`src/rtl/csr_timer_pkg.sv`:
```
// Shared constants, field positions and helpers for the CSR countdown timer.
package csr_timer_pkg;

  localparam int unsigned CSR_NUM_W  = 14;
  localparam int unsigned CSR_DATA_W = 32;

  localparam logic [CSR_NUM_W-1:0] CSR_TID   = 14'h040;
  localparam logic [CSR_NUM_W-1:0] CSR_TCFG  = 14'h041;
  localparam logic [CSR_NUM_W-1:0] CSR_TVAL  = 14'h042;
  localparam logic [CSR_NUM_W-1:0] CSR_TICLR = 14'h044;

  localparam int unsigned TCFG_EN          = 0;
  localparam int unsigned TCFG_PERIODIC    = 1;
  localparam int unsigned TCFG_INITVAL_LSB = 2;
  localparam int unsigned TICLR_CLR        = 0;

  typedef logic [CSR_DATA_W-1:0] csr_data_t;

  // Bits outside wmask keep their old value.
  function automatic csr_data_t masked_write(input csr_data_t old_v,
                                             input csr_data_t wmask,
                                             input csr_data_t wvalue);
    return (old_v & ~wmask) | (wvalue & wmask);
  endfunction

endpackage

```
`src/rtl/csr_timer_if.sv`:
```
// CSR read/write bus between the CSR file (master) and the timer (slave).
interface csr_timer_if;
  import csr_timer_pkg::*;

  logic                  csr_we;
  logic [CSR_NUM_W-1:0]  csr_wnum;
  logic [CSR_DATA_W-1:0] csr_wmask;
  logic [CSR_DATA_W-1:0] csr_wvalue;
  logic [CSR_NUM_W-1:0]  csr_rnum;
  logic [CSR_DATA_W-1:0] csr_rvalue;

  modport master (
    output csr_we, csr_wnum, csr_wmask, csr_wvalue, csr_rnum,
    input  csr_rvalue
  );

  modport slave (
    input  csr_we, csr_wnum, csr_wmask, csr_wvalue, csr_rnum,
    output csr_rvalue
  );

endinterface

```
`src/rtl/csr_timer_countdown.sv`:
```
// Countdown datapath: tval register, stopped flag, load/reload/decrement and expiry pulse.
module timer_countdown #(
  parameter int unsigned TIMER_W = 32
) (
  input  logic                 clk,
  input  logic                 reset,
  input  logic                 halt,
  input  logic                 load_we,
  input  logic                 load_en,
  input  logic [TIMER_W-3:0]   load_initval,
  input  logic                 en,
  input  logic                 periodic,
  input  logic [TIMER_W-3:0]   initval,
  output logic [TIMER_W-1:0]   tval,
  output logic                 expire_c
);

  logic [TIMER_W-1:0] tval_nxt;
  logic               stopped;
  logic               stopped_nxt;

  // A TCFG write pre-empts counting for the cycle it lands in.
  always_comb begin
    tval_nxt    = tval;
    stopped_nxt = stopped;
    expire_c    = 1'b0;
    if (load_we) begin
      stopped_nxt = 1'b0;
      if (load_en) begin
        tval_nxt = {load_initval, 2'b00};
      end
    end else if (en && !stopped && !halt) begin
      if (tval != '0) begin
        tval_nxt = tval - TIMER_W'(1);
      end else begin
        expire_c = 1'b1;
        if (periodic) begin
          tval_nxt = {initval, 2'b00};
        end else begin
          tval_nxt    = '1;
          stopped_nxt = 1'b1;
        end
      end
    end
  end

  always_ff @(posedge clk) begin
    if (reset) begin
      tval    <= '1;
      stopped <= 1'b1;
    end else begin
      tval    <= tval_nxt;
      stopped <= stopped_nxt;
    end
  end

endmodule

```
`src/rtl/csr_timer.sv`:
```
// CSR-mapped countdown timer: TID/TCFG/TVAL/TICLR, timer interrupt and rdcntid value.
// Optional build macro CSR_TIMER_HALT_EN adds a timer_halt input that freezes the countdown.
module csr_timer
  import csr_timer_pkg::*;
#(
  parameter int unsigned     TIMER_W   = 32,
  parameter logic [31:0]     TID_RESET = 32'h0
) (
  input  logic              clk,
  input  logic              reset,
`ifdef CSR_TIMER_HALT_EN
  input  logic              timer_halt,
`endif
  csr_timer_if.slave        csr,
  output logic              timer_int,
  output logic [31:0]       tid_value
);

  logic [TIMER_W-1:0]    tcfg;
  logic [CSR_DATA_W-1:0] tid;
  logic                  ti;

  logic                  wr_tid;
  logic                  wr_tcfg;
  logic                  ticlr_clr;
  logic [CSR_DATA_W-1:0] tcfg_wfull;
  logic [TIMER_W-1:0]    tcfg_new;
  logic [TIMER_W-1:0]    tval;
  logic                  expire_c;
  logic                  halt;

`ifdef CSR_TIMER_HALT_EN
  assign halt = timer_halt;
`else
  assign halt = 1'b0;
`endif

  // Write decode; TVAL is read-only so it has no write strobe.
  assign wr_tid     = csr.csr_we && (csr.csr_wnum == CSR_TID);
  assign wr_tcfg    = csr.csr_we && (csr.csr_wnum == CSR_TCFG);
  assign ticlr_clr  = csr.csr_we && (csr.csr_wnum == CSR_TICLR)
                      && csr.csr_wmask[TICLR_CLR] && csr.csr_wvalue[TICLR_CLR];
  assign tcfg_wfull = masked_write(CSR_DATA_W'(tcfg), csr.csr_wmask, csr.csr_wvalue);
  assign tcfg_new   = tcfg_wfull[TIMER_W-1:0];

  timer_countdown #(
    .TIMER_W (TIMER_W)
  ) u_countdown (
    .clk          (clk),
    .reset        (reset),
    .halt         (halt),
    .load_we      (wr_tcfg),
    .load_en      (tcfg_new[TCFG_EN]),
    .load_initval (tcfg_new[TIMER_W-1:TCFG_INITVAL_LSB]),
    .en           (tcfg[TCFG_EN]),
    .periodic     (tcfg[TCFG_PERIODIC]),
    .initval      (tcfg[TIMER_W-1:TCFG_INITVAL_LSB]),
    .tval         (tval),
    .expire_c     (expire_c)
  );

  // Expiry set has priority over a same-cycle TICLR clear.
  always_ff @(posedge clk) begin
    if (reset) begin
      tcfg <= '0;
      tid  <= TID_RESET;
      ti   <= 1'b0;
    end else begin
      if (wr_tid) begin
        tid <= masked_write(tid, csr.csr_wmask, csr.csr_wvalue);
      end
      if (wr_tcfg) begin
        tcfg <= tcfg_new;
      end
      if (expire_c) begin
        ti <= 1'b1;
      end else if (ticlr_clr) begin
        ti <= 1'b0;
      end
    end
  end

  assign timer_int = ti;
  assign tid_value = tid;

  // Read mux reflects current register contents, so same-cycle writes read old data.
  always_comb begin
    csr.csr_rvalue = '0;
    case (csr.csr_rnum)
      CSR_TID:  csr.csr_rvalue = tid;
      CSR_TCFG: csr.csr_rvalue = CSR_DATA_W'(tcfg);
      CSR_TVAL: csr.csr_rvalue = CSR_DATA_W'(tval);
      default:  csr.csr_rvalue = '0;
    endcase
  end

endmodule

```
`src/flat_wrapper.sv`:
```
// flat-port wrapper written by rule: the top's interface ports become plain ports
module csr_timer_flat import csr_timer_pkg::*;
#(
  parameter int unsigned     TIMER_W   = 32,
  parameter logic [31:0]     TID_RESET = 32'h0
)
  (clk, reset, timer_int, tid_value, csr_csr_we, csr_csr_wnum, csr_csr_wmask, csr_csr_wvalue, csr_csr_rnum, csr_csr_rvalue);
  csr_timer_if csr_i ();
  input  logic clk;
  input  logic reset;
  output logic timer_int;
  output logic [31:0] tid_value;
  input wire logic [$bits(csr_i.csr_we)-1:0] csr_csr_we;
  input wire logic [$bits(csr_i.csr_wnum)-1:0] csr_csr_wnum;
  input wire logic [$bits(csr_i.csr_wmask)-1:0] csr_csr_wmask;
  input wire logic [$bits(csr_i.csr_wvalue)-1:0] csr_csr_wvalue;
  input wire logic [$bits(csr_i.csr_rnum)-1:0] csr_csr_rnum;
  output wire logic [$bits(csr_i.csr_rvalue)-1:0] csr_csr_rvalue;
  assign csr_i.csr_we = csr_csr_we;
  assign csr_i.csr_wnum = csr_csr_wnum;
  assign csr_i.csr_wmask = csr_csr_wmask;
  assign csr_i.csr_wvalue = csr_csr_wvalue;
  assign csr_i.csr_rnum = csr_csr_rnum;
  assign csr_csr_rvalue = csr_i.csr_rvalue;
  csr_timer #(.TIMER_W(TIMER_W), .TID_RESET(TID_RESET)) u_core (.clk(clk), .reset(reset), .csr(csr_i), .timer_int(timer_int), .tid_value(tid_value));
endmodule
```
`config.mk`:
```
export PLATFORM = sky130hd
export DESIGN_NAME = csr_timer_flat
export DESIGN_NICKNAME = d
export VERILOG_FILES = /design/src/rtl/csr_timer_pkg.sv /design/src/rtl/csr_timer_if.sv /design/src/rtl/csr_timer_countdown.sv /design/src/rtl/csr_timer.sv /design/src/flat_wrapper.sv
export SDC_FILE = /design/constraint.sdc
export NUM_CORES = 1
export LEC_CHECK = 0
export CORE_MARGIN = 2
export CORE_UTILIZATION = 51
export CTS_BUF_LIST = sky130_fd_sc_hd__clkbuf_8
export DETAILED_ROUTE_END_ITERATION = 16
export HOLD_SLACK_MARGIN = 0.08
export PLACE_DENSITY = 0.88
export SLEW_MARGIN = 20
export SYNTH_ARGS = -nofsm -noshare
export SYNTH_HDL_FRONTEND = slang
export SYNTH_SLANG_ARGS = --single-unit
```
`constraint.sdc`:
```
create_clock -name clk -period 3.4 [get_ports clk]
set_input_delay 0.85 -clock clk [delete_from_list [all_inputs] [get_ports clk]]
set_output_delay 0.85 -clock clk [all_outputs]
set_load 0.02 [all_outputs]
```
# ---- After elaboration in Yosys (flattened, before gate mapping)
# Cells that the tools add are included.
# Widths: inputs -> output; s select.
dict set report op_classes {
  add_sub_neg 1
  eq_ne 9
  n_mux 15
  bitwise 6
  n_reduce_logical 12
}
# op count
set op_table {}
lappend op_table {{$mux 32} 5}
lappend op_table {{$and 32x32->32} 3}
lappend op_table {{$pmux 32 s3} 1}
lappend op_table {{$eq 14x7->1 const B} 6}
lappend op_table {{$or 32x32->32} 2}
lappend op_table {{$not 32->32} 1}
lappend op_table {{$reduce_bool 32->1} 1}
lappend op_table {{$sub 32x1->32 const B} 1}
lappend op_table {{$mux 1} 9}
lappend op_table {{$logic_and 1x1->1} 6}
lappend op_table {{$ne 2x2->1 const B} 2}
lappend op_table {{$reduce_bool 2->1} 2}
lappend op_table {{$reduce_and 3->1} 1}
lappend op_table {{$ne 2x1->1 const B} 1}
lappend op_table {{$reduce_and 2->1} 1}
lappend op_table {{$logic_not 1->1} 1}
dict set report word_totals {
  reg_bits 98
  inputBits 95
  out_inout_bits 65
}

# ---- Longest topological paths before layout
dict set report depth {
  ltp_word 6
  depth_mapped 10
}

# ---- Hierarchy
# A second synthesis with hierarchy kept.
dict set report unflattened {
  cells_unflattened 805
  area_unflattened_um2 6406.1
}
# module instances cells_each area_each_um2
set by_module_without_submodules {}
lappend by_module_without_submodules {csr_timer 1 470 3798.6}
lappend by_module_without_submodules {timer_countdown 1 335 2607.5}

# ---- Worst setup path after synthesis
# No wires, ideal clock.
dict set report synth_timing {
  path_type {input-to-output}
  start {input csr_csr_rnum[0]}
  end {output csr_csr_rvalue[18]}
  arrival_ps 2101
  t_required_ps 2550
  path_slack_ps 449
  cell_stages 6
  path_cell_list {clkbuf_1 > buf_1 > mux2i_1 > nor2_1 > a21oi_1 > nor2_1}
}
dict set report synth_between {
  elab_chain_cells 2
}
# item line
set synth_lines {}
lappend synth_lines {{start: declaration} flat_wrapper.sv:17} ;# input wire logic [$bits(csr_i.csr_rnum)-1:0] csr_csr_rnum;
lappend synth_lines {{$eq 14x7->1} csr_timer.sv:89} ;# case (csr.csr_rnum)
lappend synth_lines {{$pmux 32 s3 *} csr_timer.sv:89}
lappend synth_lines {{end: declaration} flat_wrapper.sv:18} ;# output wire logic [$bits(csr_i.csr_rvalue)-1:0] csr_csr_rvalue;
# Mark *: on every way between the ends. The rest lies on a longest branch, timed or not.

# ---- Worst setup path in the final report
dict set report layout_timing {
  start {input csr_csr_rnum[3]}
  end {output csr_csr_rvalue[16]}
}
# The elaborated chain is that of the path after synthesis.

==> results.md <==
* Die width at 113 um
* Nets at 1031
* Kind of end point of the critical path: output port
* Xor-xnor portion of the synthesized cell area at 0.0287
* Final ANT Viol Nets at 0
* MaxCap Viol Count at 0
* HPWL after DPL at 13400 um
* Crit Path Category: in -> out
* PwrDens at 265 nW/um^2
* # diodes at 0
* Max stage delay on crit path at 0.40 ns
* Compound-gate portion of the synthesized area at 0.162
* Crit path DAT at 2.46 ns
* DRC at 0
* Core area at 11600 um^2
* Vias/cell at 6.06
* Worst-margin pin slew at 0.931 ns
* Yosys cell types at 62
* Largest net degree at the start of global routing at 36
* Final Hold Fails at 0
* Vias in the first global route at 6148
* Highest Clock Rate at 302 MHz
* Status: completed
* Crit path cell chain: clkdlybuf4s50_1 > nor4b_1 > nand3_1 > buf_4 > nor2_1 > dlygate4sd2_1
* Register area share after synthesis at 0.321
* I/O Buffers at 159
* Sw Pwr at 0.527 mW
* Num CTS Buffers at 9
* EDFF count, synth at 0
* Hold WC Path Type: reg -> reg
* CP max stage cell: clkdlybuf4s50_1
* Pre-antenna DRT Iters at 5
* Setup violators final at 0
* CTS clk-pin slew, worst paths at 0.09 ns
* DR vias at 6557
* Gr ovfl total at 0
* Multiplexer share of the synthesized area at 0.180
* Cell-internal power at 1.60 mW
* Initial Util at 0.528
* RSZ-0062 raised after global routing: no
* Clock network fraction of design power at 0.338
* Pleak at 3.21 nW
* Max VDD drop at 0.163 mV
* Post-synth ARST share at 0
* Gr usage total at 0.281
* Io pins at 160
* CP required at 2.55 ns
* Die area at 12900 um^2
* CTS tree: done
* Sequential share of power at 0.543
* TNS Setup at 0 ns
* Fin crit period at 3.31 ns
* Routed Wire Length at 18300 um
* Clk Latency, worst-skew pair at 0.38 ns
* Antenna violations before repair at 0
* Power share of the combinational group at 0.119
* H-tree depth at 3
* Adder-cell area share of the yosys netlist at 0.00410
* Longest Clk Path Bufs at 2
* Netlist Area Pre-Place at 6110 um^2
* Syn Nets at 893
* Max_slew headroom at 0.377
* Worst Skew at 0.0122 ns
* CTS root buffer: clkbuf_8
* Placer congestion estimate at 0.904
* Area Overhead vs Synth at 31.1%
* Dpl ws at -0.257 ns
* Final worst slack at 0.0880 ns
* CP max FO at 17
* First-pass GRT wire length at 29900 um
* Synth Area in Simple Gates at 0.259
* Clk sinks at 98
* Main synth FF type: dfxtp_1
* Num rows at 39
* CP Buf/Inv Count at 3
* CP top delay family: buffers and inverters
* Wire per inst at 16.9 um
* Flop2flop setup slack at 0.48 ns
* Mapped Avg Cell Area at 7.67 um^2
* Synthesis-stage register bit count at 98
* Cells after Synth at 796
* Main combinational cell family by area after synthesis: simple AND/OR/NAND/NOR gates
* Max Slew Vio Count at 0
* Final Cycle Share at 0.974
* DRT iter0 DRCs at 478
* Sw Ratio at 0.248
* Die height at 113 um
* Share of post-route cells with drive strength above 1 at 0.0777
* Crit start category: input port
* Synth warn at 0
power groups by stage:
stage / combinational (mW) / sequential [mW] / clock [mW]
after CTS: 0.251 / 1.15 / 0.717
after detailed placement: 0.249 / 1.18 / 0
after global placement: 0.248 / 1.18 / 0
final: 0.253 / 1.15 / 0.718
after global routing: 0.268 / 1.15 / 0.773
after floorplan: 0.0863 / 1.18 / 0
Yosys cell counts (2+ instances only):
| cell | count | area [um^2] |
|---|---|---|
| nor2_1 | 143 | 537 |
| mux2i_1 | 102 | 1020 |
| dfxtp_1 | 98 | 1960 |
| nand2_1 | 88 | 330 |
| a21oi_1 | 67 | 335 |
| clkbuf_1 | 50 | 188 |
| nor3_1 | 42 | 210 |
| nand3_1 | 21 | 105 |
| o21ai_0 | 18 | 90.1 |
| xor2_1 | 13 | 114 |
| nor4_1 | 12 | 75.1 |
| a211oi_1 | 10 | 75.1 |
| o221ai_1 | 9 | 78.8 |
| mux2_2 | 7 | 78.8 |
| xnor2_1 | 7 | 61.3 |
| a31oi_1 | 6 | 37.5 |
| buf_2 | 5 | 25.0 |
| inv_1 | 5 | 18.8 |
| nand4_1 | 5 | 31.3 |
| o211ai_1 | 5 | 37.5 |
| o31ai_1 | 5 | 37.5 |
| or3_1 | 5 | 31.3 |
| or4_1 | 5 | 37.5 |
| a221oi_1 | 4 | 35.0 |
| a41oi_1 | 4 | 35.0 |
| o311ai_1 | 4 | 35.0 |
| a211o_1 | 3 | 26.3 |
| a21boi_0 | 3 | 22.5 |
| a21o_1 | 3 | 22.5 |
| buf_1 | 3 | 11.3 |
| nor2b_1 | 3 | 18.8 |
| nor4b_1 | 3 | 26.3 |
| a221o_1 | 2 | 20.0 |
| a22oi_1 | 2 | 15.0 |
| buf_6 | 2 | 22.5 |
| ha_1 | 2 | 25.0 |
| nand2b_1 | 2 | 12.5 |
| o2111ai_1 | 2 | 17.5 |
| o31a_1 | 2 | 17.5 |
| or4b_2 | 2 | 20.0 |
per-layer routing:
metal  wire length, um  vias to the layer above  share of wire  global-route usage
met3              1420                       42          0.078              0.0404
met2              8380                      350           0.46               0.456
met4               425                        0          0.023               0.112
met1              8090                     3041           0.44               0.379
li1                  -                     3124              -                   -
met5                 0                        -              0                   0
timing repair:
action | in CTS | in global routing
buffers inserted | 0 | 0
gates resized for setup | 32 | 18
endpoints found under the setup margin | 32 | 13
hold buffers | 0 | 0
worst register-to-register path: cells and delay by family (launching register included):
kind	cells	cell delay, ns
and+or+nand+nor	4	1.91
AOI/OAI and AO/OA	2	0.48
DFF	1	0.42
layout make-up:
type                       instances  area, um^2
clock buffer                      11         151
timing repair buffer             188        1780
tap                              143         179
sequential                        98        1960
multi-input combinational        631        3890
clock inverter                     5        28.8
inverter                           6        22.5
fill                             964        3560
cells by family (layout without fill, tap and decap cells):
family / after synthesis / count (layout)
muxes: 109 / 109
adders and majority gates: 2 / 2
DFF: 98 / 98
AOI/OAI and AO/OA: 155 / 155
and+or+nand+nor: 345 / 345
buffers and inverters: 67 / 210
xor gates and xnor gates: 20 / 20
stage by stage:
| step | power [mW] | hold slack, ns | utilization | std cells | instance area, um^2 |
|---|---|---|---|---|---|
| floorplan | 1.26 | 0.455 | - | 796 | 6110 |
| global placement | 1.43 | 0.469 | 0.681 | 1066 | 7870 |
| detailed placement | 1.43 | 0.477 | 0.681 | 1066 | 7870 |
| CTS | 2.12 | 0.496 | 0.693 | 1082 | 8010 |
| global route | 2.19 | 0.524 | 0.692 | 1082 | 8010 |
| finish | 2.12 | 0.497 | 0.692 | 1082 | 8010 |
cell usage in the layout, fill, tap and decap left out, types with 5 or more instances in the layout:
master	instances
nand2_1	88
clkbuf_2	5
o221ai_1	9
clkdlybuf4s15_1	8
or3_1	5
xor2_1	13
buf_4	27
a21oi_1	67
mux2_2	7
o21ai_0	18
nand3_1	21
inv_1	5
nor2_1	143
dlygate4sd2_1	19
clkdlybuf4s50_1	125
clkbuf_8	11
dfxtp_1	98
a211oi_1	10
xnor2_1	7
a31oi_1	6
mux2i_1	101
or4_1	5
nor4_1	12
o211ai_1	5
nand4_1	5
nor3_1	41
o31ai_1	5
path summary, 6_finish.rpt:
| check | startpoint | to | cells after the start |
|---|---|---|---|
| worst min register to register | u_core.timer_int | u_core.timer_int | 2 |
| worst max-delay path | csr_csr_rnum[3] | csr_csr_rvalue[16] | 6 |
| worst min-delay path | u_core.timer_int | u_core.timer_int | 2 |
| worst max register to register | u_core.u_countdown.tval[24] | u_core.u_countdown.tval[13] | 6 |
(Power assumes the default switching activity.)
